File: src/rtl/switch_matrix_scanner_pkg.sv
// Shared switch/LED matrix definitions: scan states and cell ordering.
package matrix_pkg;

  localparam int MAX_N = 8;

  typedef enum logic [1:0] {
    S_IDLE,
    S_DRIVE,
    S_SAMPLE
  } scan_state_t;

  function automatic int cell_index(
    input int r,
    input int c,
    input int n
  );
    return r * n + c;
  endfunction

endpackage

File: src/rtl/switch_matrix_scanner_sync_2ff.sv
// Two-flop synchronizer, synchronous active-high reset.
module sync_2ff #(
  parameter int           W    = 1,
  parameter logic [W-1:0] INIT = '0
) (
  input  logic         clk,
  input  logic         rst,
  input  logic [W-1:0] d,
  output logic [W-1:0] q
);

  logic [W-1:0] meta;

  always_ff @(posedge clk) begin
    if (rst) begin
      meta <= INIT;
      q    <= INIT;
    end else begin
      meta <= d;
      q    <= meta;
    end
  end

endmodule

File: src/rtl/switch_matrix_scanner.sv
// Column-at-a-time N x N switch matrix scanner producing an N*N cell map.
// Optional per-cell debounce: define SWITCH_MATRIX_DEBOUNCE_EN.
module switch_matrix_scanner
  import matrix_pkg::*;
#(
  parameter int N               = 5,
  parameter int SETTLE_CYCLES   = 16,
  parameter int DEBOUNCE_FRAMES = 4
) (
  input  logic                 clk,
  input  logic                 rst,
  input  logic                 ena,
  input  logic [N-1:0]         row_sense,
  output logic [N-1:0]         col_drive,
  output logic [$clog2(N):0]   x,
  output logic [N*N-1:0]       cells,
  output logic                 frame_done
);

  localparam int XW = $clog2(N) + 1;
  localparam int CW = $clog2(SETTLE_CYCLES) + 1;

  if (N < 1 || N > MAX_N) begin : g_bad_n
    $error("switch_matrix_scanner: N must be 1..8");
  end
  if (SETTLE_CYCLES < 3) begin : g_bad_settle
    $error("switch_matrix_scanner: SETTLE_CYCLES must be >= 3");
  end
  if (DEBOUNCE_FRAMES < 1) begin : g_bad_deb
    $error("switch_matrix_scanner: DEBOUNCE_FRAMES must be >= 1");
  end

  scan_state_t   state;
  logic [CW-1:0] cnt;
  logic [N-1:0]  synced;
  logic [N-1:0]  raw;
  logic          last;
  logic [XW-1:0] xn;

  // Idle lines are high, so reset the synchronizer to "all open".
  sync_2ff #(
    .W   (N),
    .INIT({N{1'b1}})
  ) u_sync (
    .clk(clk),
    .rst(rst),
    .d  (row_sense),
    .q  (synced)
  );

  assign raw = ~synced;

  always_comb begin
    last = (x == XW'(N - 1));
    xn   = last ? '0 : x + 1'b1;
  end

  always_ff @(posedge clk) begin
    if (rst) begin
      state      <= S_IDLE;
      cnt        <= '0;
      x          <= '0;
      col_drive  <= '0;
      frame_done <= 1'b0;
    end else begin
      frame_done <= 1'b0;
      unique case (state)
        S_IDLE: begin
          col_drive <= '0;
          if (ena) begin
            state     <= S_DRIVE;
            col_drive <= N'(1) << x;
          end
        end
        S_DRIVE: begin
          if (!ena) begin
            state     <= S_IDLE;
            cnt       <= '0;
            col_drive <= '0;
          end else if (cnt == CW'(SETTLE_CYCLES - 1)) begin
            state <= S_SAMPLE;
            cnt   <= '0;
          end else begin
            cnt <= cnt + 1'b1;
          end
        end
        S_SAMPLE: begin
          x          <= xn;
          frame_done <= last;
          if (ena) begin
            state     <= S_DRIVE;
            col_drive <= N'(1) << xn;
          end else begin
            state     <= S_IDLE;
            col_drive <= '0;
          end
        end
        default: begin
          state     <= S_IDLE;
          col_drive <= '0;
        end
      endcase
    end
  end

`ifdef SWITCH_MATRIX_DEBOUNCE_EN
  localparam int DW = $clog2(DEBOUNCE_FRAMES) + 1;

  logic [N*N-1:0] cand;
  logic [DW-1:0]  dcnt [N*N];
  logic [DW-1:0]  nxt  [N];
  logic [N-1:0]   cur;
  logic [N-1:0]   cnd;

  always_comb begin
    for (int r = 0; r < N; r++) begin
      cur[r] = cells[cell_index(r, int'(x), N)];
      cnd[r] = cand[cell_index(r, int'(x), N)];
      nxt[r] = (raw[r] == cnd[r])
             ? dcnt[cell_index(r, int'(x), N)] + 1'b1
             : DW'(1);
    end
  end

  always_ff @(posedge clk) begin
    if (rst) begin
      cells <= '0;
      cand  <= '0;
      for (int i = 0; i < N * N; i++) dcnt[i] <= '0;
    end else if (state == S_SAMPLE) begin
      for (int r = 0; r < N; r++) begin
        if (raw[r] != cur[r]) begin
          cand[cell_index(r, int'(x), N)] <= raw[r];
          if (nxt[r] >= DW'(DEBOUNCE_FRAMES)) begin
            cells[cell_index(r, int'(x), N)] <= raw[r];
            dcnt[cell_index(r, int'(x), N)]  <= '0;
          end else begin
            dcnt[cell_index(r, int'(x), N)] <= nxt[r];
          end
        end else begin
          dcnt[cell_index(r, int'(x), N)] <= '0;
        end
      end
    end
  end
`else
  always_ff @(posedge clk) begin
    if (rst) begin
      cells <= '0;
    end else if (state == S_SAMPLE) begin
      for (int r = 0; r < N; r++)
        cells[cell_index(r, int'(x), N)] <= raw[r];
    end
  end
`endif

endmodule

File: config.mk
export PLATFORM = sky130hd
export DESIGN_NAME = switch_matrix_scanner
export DESIGN_NICKNAME = d
export VERILOG_FILES = /design/src/rtl/switch_matrix_scanner_pkg.sv /design/src/rtl/switch_matrix_scanner_sync_2ff.sv /design/src/rtl/switch_matrix_scanner.sv
export SDC_FILE = /design/constraint.sdc
export NUM_CORES = 1
export LEC_CHECK = 0
export ABC_AREA = 1
export CAP_MARGIN = 40
export CORE_MARGIN = 2
export CORE_UTILIZATION = 58
export DETAILED_ROUTE_END_ITERATION = 12
export GPL_TIMING_DRIVEN = 0
export PLACE_DENSITY = 0.88
export SYNTH_ARGS = -nofsm -noshare
export SYNTH_HDL_FRONTEND = slang
export SYNTH_SLANG_ARGS = --single-unit
File: constraint.sdc
create_clock -name clk -period 2.7 [get_ports clk]
set_clock_uncertainty 0.1 [all_clocks]
set_input_delay 0.405 -clock clk [delete_from_list [all_inputs] [get_ports clk]]
set_output_delay 0.405 -clock clk [all_outputs]
set_load 0.005 [all_outputs]
Word level (Yosys, flattened, before mapping)
Cells that the tools add are included.
Cells by class
  $add $sub $neg: 6
  magnitude comparators: 10
  eq/ne operators: 7
  shift-type cells: 2
  multiplexer cells: 27
  bitwise logic cells: 2
  reductions and logical operators: 8
Operators with widths (number)
  25-bit bitwise mux: 5
  5-bit 2-to-1 mux: 5
  1-bit demux with 5-bit select: 4
  5-bit by 6-bit < comparator with 1-bit output, second input constant: 3
  5-bit by 1-bit >= comparator with 1-bit output, second input constant: 3
  5-bit one-hot mux with 3 select lines: 1
  4-bit by 4-bit adder with 5-bit output, first input constant: 2
  1-bit by 4-bit << shifter with 5-bit output, first input constant: 2
  5-bit by 4-bit adder with 6-bit output, first input constant: 1
  6-bit by 1-bit >= comparator with 1-bit output, second input constant: 1
  4-bit by 6-bit < comparator with 1-bit output, second input constant: 1
  6-bit < comparator, second input constant: 1
  1-bit 2-to-1 mux: 6
  2-bit 2-to-1 mux: 3
  2-bit one-hot mux with 3 select lines: 1
  3-bit by 4-bit adder with 5-bit output, first input constant: 1
  5-bit by 1-bit adder with 5-bit output, second input constant: 1
  5-bit by 4-bit equality test with 1-bit output, second input constant: 1
  1-bit logical AND: 5
  5-bit inverter: 1
  4-bit by 1-bit adder with 4-bit output, second input constant: 1
  1-bit demux with 4-bit select: 1
  4-bit by 3-bit equality test with 1-bit output, second input constant: 1
  4-bit by 1-bit >= comparator with 1-bit output, second input constant: 1
  other kinds (9): 10
Word-level totals
  flip-flop bits (word level): 52
  bits of input ports: 8
  output and inout bits: 35
  word-level logic and storage cells: 70

Depth between registers and ports, before layout
  word-level depth: 9
  depth in mapped cells: 15
  mapped depth without buffers: 15

Cells and area by module
A second synthesis with hierarchy kept.
Unflattened totals
  cells, all modules: 769
  area total of the unflattened synthesis: 4755.8 um2
Modules (own cells, without submodules)
  switch_matrix_scanner: times used 1, cells each 738, area an instance 4476.8 um2, sequential area each 840.8 um2
  sync_2ff: times used 1, cells each 31, area an instance 279.0 um2, sequential area each 200.2 um2

Worst setup path before layout
Ideal clock, no wire load.
  path kind: reg-to-reg
  start point: reg x[1]
  end point: reg col_drive[2]
  setup time: 0.128 ns
  data arrival time: 1.813 ns
  data required time: 2.472 ns
  slack: 0.659 ns
  cell stages (with the launch flop): 11
  period minus slack after synthesis: 2.041 ns
  cell sequence: dfxtp_1 -> ha_1 -> ha_1 -> inv_1 -> buf_2 -> nand2_1 -> nor3b_1 -> nand3_1 -> o21ai_0 -> a21oi_1 -> nor2_1
On the way
  longest elaborated chain between the ends: 5
  elaborated cells between the ends (all ways): 8
  those cells by class: add/sub: 1; eq/ne: 1; shift: 2; mux: 4
RTL lines
  start, declared: RTL line switch_matrix_scanner.sv:15  | output logic [$clog2(N):0] x,
  start signal, assigned: RTL line switch_matrix_scanner.sv:88  | x <= xn;
  4-bit by 1-bit adder with 4-bit output or 4-bit by 3-bit equality test with 1-bit output (tied branches): RTL line switch_matrix_scanner.sv:55, switch_matrix_scanner.sv:54
  4-bit 2-to-1 mux: RTL line switch_matrix_scanner.sv:55  | xn = last ? '0 : x + 1'b1;
  1-bit by 4-bit << shifter with 5-bit output: RTL line switch_matrix_scanner.sv:92  | col_drive <= N'(1) << xn;
  5-bit 2-to-1 mux: RTL line switch_matrix_scanner.sv:90  | if (ena) begin
  5-bit one-hot mux with 3 select lines (*): RTL line switch_matrix_scanner.sv:67  | unique case (state)
  end signal, assigned: RTL line switch_matrix_scanner.sv:72  | col_drive <= N'(1) << x;
  end signal, assigned: RTL line switch_matrix_scanner.sv:92
  end, declared: RTL line switch_matrix_scanner.sv:14  | output logic [N-1:0] col_drive,
Mark *: on every way between the ends. The rest lies on a longest branch, timed or not.
A chain may end at the register's enable or synchronous reset.

Final worst setup path
  start point: reg x[3]
  end point: reg cells[6]
On the way
  longest elaborated chain between the ends: 9
  elaborated cells between the ends (all ways): 34
  those cells by class: add/sub: 4; order compare: 10; mux: 15; reduce/logical: 5
RTL lines
  3-bit by 4-bit adder with 5-bit output (tied with other cells): RTL line switch_matrix_scanner_pkg.sv:17  | return r * n + c;
  5-bit by 6-bit < comparator with 1-bit output (implied by the code) (tied with other cells): RTL line switch_matrix_scanner.sv:152  | cells[cell_index(r, int'(x), N)] <= raw[r];
  1-bit logical AND (implied by the code) or 1-bit 2-to-1 mux (tied branches): RTL line switch_matrix_scanner.sv:152
  1-bit 2-to-1 mux (implied by the code) or 1-bit demux with 4-bit select (tied branches): RTL line switch_matrix_scanner.sv:152
  1-bit demux with 5-bit select or 25-bit bitwise mux (tied branches): RTL line switch_matrix_scanner.sv:152
  25-bit bitwise mux (3 in a row): RTL line switch_matrix_scanner.sv:152
  25-bit bitwise mux (*): RTL line switch_matrix_scanner.sv:152
  end signal, assigned by index: RTL line switch_matrix_scanner.sv:152
  end, declared: RTL line switch_matrix_scanner.sv:16  | output logic [N*N-1:0] cells,
Marked as above.

==> out/qor.yml <==
cts:
  cts-root-buf: "clkbuf_8"
  numCtsBuffers: 5
  worst_skew_pair.late_latency_ns: 0.33
  clkTransAtPathRegs_ns: 0.13
  clock_tree.buffer_depth: 2
  cts_sinks: 52
  tritoncts: "yes"
  cts_max_level: 2
logic_synthesis:
  syn_area_um2: 4400
  synth-main-ff-cell: "dfxtp_1"
  avgSynthCellArea_um2: 5.82
  synth_seq_cells: 52
  syn_inst: 755
  synth.distinct_cells: 34
  synth_edf_count: 0
  ys_warnings: 0
  async_reset_ff_share_pct: 0
  fraction_of_the_yosys_area_taken_by_sequential_cells_pct: 23.7
  synth_nets: 782
min_path:
  hold_path.class: "reg -> reg"
power_and_ir_drop:
  power_per_cell_area_nw_per_um2: 274
  total_leakage_power_nw: 2.28
  total_power_w: 0.00138
  vdd_drop_max_mv: 0.237
place:
  final_hpwl_from_detailed_placement_mm: 11.8
  port_buffers: 42
  gp_congestion: 1.14
finish:
  layout-drive-gt1-share_pct: 8.20
  layout.nets: 831
  area_growth_syn_to_layout_pct: 14.7
  diodes: 0
  fillers: 682
routing:
  firstDrtPassIters: 8
  wl_on_met1_mm: 6.38
  drt-vias-per-instance: 6.15
  route.met2.wl_mm: 6.99
  wl_met3_mm: 2.06
  top_layer_used: "met4"
  remaining_antenna_violation_count: 0
  drc: 0
  route.detailed.wl_per_inst_um: 18.0
  vias: 5560
  drt_first_iter_violations: 705
  route.final.wire_length_mm: 16.3
status:
  status: "finished clean"
grt:
  grt_max_degree: 19
  grt_pass1_wl_mm: 25.2
  grt_remaining_overflow: 0
  antenna_found_initial: 0
  globalRouteTotalUtil_pct: 38.2
  grt_pass1_vias: 5147
sta:
  max_slew_margin_pct: 53.2
  unrepaired_setup_endpoints_after_global_routing: "false"
  timing.setup.tns_ns: 0
  hold_viol_final: 0
  setup_violations: 0
  fmax_ghz: 0.395
  worst_pin_slew_ns: 0.702
  timing.final.crit_period_ns: 2.53
  maxSlewViolCount: 0
  finalCritPeriodShare_pct: 93.8
critical_path:
  cpPeakStageDelay_ns: 0.45
  timing.critical_path.buf_inv: 3
  cp_cell_sequence: "buf_6 > inv_6 > ha_1 > nand2_4 > nand2_4 > nor2_4 > nand3_1 > nand2_1 > inv_1 > nand3_1 > nand2_1 > nor2_1 > nand2_1 > a21oi_1"
  end_kind: "flop"
  crit_path_start_kind: "flop"
  worstPathArrival_ns: 2.70
  crit_path_top_delay_cell: "dfxtp_1"
  path_common_cell: "nand2_1"
  timing.critical_path.max_delay_family: "simple AND/OR/NAND/NOR gates"
  critPathKind: "reg -> reg"
  crit_path_max_fanout: 10
  critical_path_required_ns: 2.87
floorplanning:
  fp.dieArea_um2: 8290
  floorplan.initialDensity_pct: 60.3
  fp-row-count: 31
  coreArea_um2: 7290
  die_height_um: 91.1
  ioPinCount: 43
  floorplan.die.width_um: 91.1
job:
  cap_viol_max_count: 0
power breakdown:
group,internal [W],total [W],switching [W]
registers,0.000777,0.000785,0.00000783
logic,0.0000260,0.0000790,0.0000530
clock network,0.000191,0.000520,0.000329
area by class of cell:
class / instances / area, um2 / share of cell area (%)
buffer: 34 / 169 / 3.35
clock buffer: 5 / 68.8 / 1.36
clock inverter: 3 / 25.0 / 0.496
inverter: 76 / 290 / 5.75
multi-input combinational: 593 / 2900 / 57.5
sequential: 52 / 1040 / 20.7
tap: 99 / 124 / 2.46
timing repair buffer: 42 / 420 / 8.33
sequential cells by signal (all words and copies together) (netlist names):
name         count
x                4
col_drive        5
cnt              5
cells           25
frame_done       1
u_sync.q         5
u_sync.meta      5
state            2
cells in the mapped netlist (5+ instances only):
cell / count / share of area (%)
nand3b_1: 11 / 1.9
nand2_4: 5 / 1.3
ha_1: 19 / 5.4
o21ai_0: 37 / 4.2
or2_2: 10 / 1.4
clkbuf_1: 16 / 1.4
nand3_1: 85 / 9.7
dfxtp_1: 52 / 24
nor3_1: 6 / 0.68
nand2_1: 215 / 18
nand4_1: 40 / 5.7
nor2_2: 5 / 0.71
inv_1: 70 / 6.0
nor2_1: 101 / 8.6
inv_2: 5 / 0.43
a21oi_1: 37 / 4.2
buf_2: 12 / 1.4
cell families (layout without fill, tap and decap cells):
logic type	count (synthesis)	in the layout	synth area share [%]
compound gates	85	85	10.1
flops	52	52	23.7
buf+inv	110	160	10.4
xor+xnor	1	1	0.199
simple gates	488	488	50.2
fa+ha+maj	19	19	5.41
timing repair:
item	CTS	global route
hold buffers	0	0
gates resized for setup	0	9
setup endpoints to repair	0	18
setup buffers	0	0
layer usage:
layer / global-route usage, % / up-vias
met5: 0 / -
met1: 47.7 / 2480
met2: 60.6 / 413
li1: - / 2565
met3: 8.46 / 102
met4: 21.7 / 0
worst paths after layout:
path	depth (start not counted)	slack, ns	from	endpoint
max	14	0.17	x[3]	cells[6]
min	1	0.31	u_sync.meta[4]	u_sync.q[4]
max reg2reg	14	0.17	x[3]	cells[6]
min reg2reg	1	0.31	u_sync.meta[4]	u_sync.q[4]
placed cells by master, fill, tap and decap left out, drive strengths merged:
master / synthesis / layout
dfxtp: 52 / 52
inv: 76 / 78
nor4: 1 / 1
nand4: 40 / 40
buf: 18 / 17
a21oi: 37 / 37
a221oi: 1 / 1
xor2: 1 / 1
nor3b: 1 / 1
clkinvlp: 0 / 1
nand2: 224 / 224
a31oi: 2 / 2
o211ai: 1 / 1
nand3b: 11 / 11
or2: 10 / 10
ha: 19 / 19
nor2: 110 / 110
clkbuf: 16 / 22
nor3: 6 / 6
o21bai: 1 / 1
o21a: 1 / 1
o21ai: 41 / 41
nand3: 85 / 85
a211oi: 1 / 1
clkdlybuf4s50: 0 / 42
per-stage QoR:
| step | util, % | instances | hold slack [ns] | cell area [um2] | setup slack [ns] |
|---|---|---|---|---|---|
| 2_1_floorplan | - | 755 | 0.289 | 4400 | 0.659 |
| 3_3_place_gp | 67.8 | 896 | 0.292 | 4940 | 0.0978 |
| 3_5_place_dp | 67.8 | 896 | 0.293 | 4940 | 0.0851 |
| 4_1_cts | 69.0 | 904 | 0.318 | 5030 | 0.0580 |
| 5_1_grt | 69.2 | 904 | 0.334 | 5040 | 0.0277 |
| 6_report | 69.2 | 904 | 0.314 | 5040 | 0.168 |
Note: power is estimated with default switching activity, not from simulation.
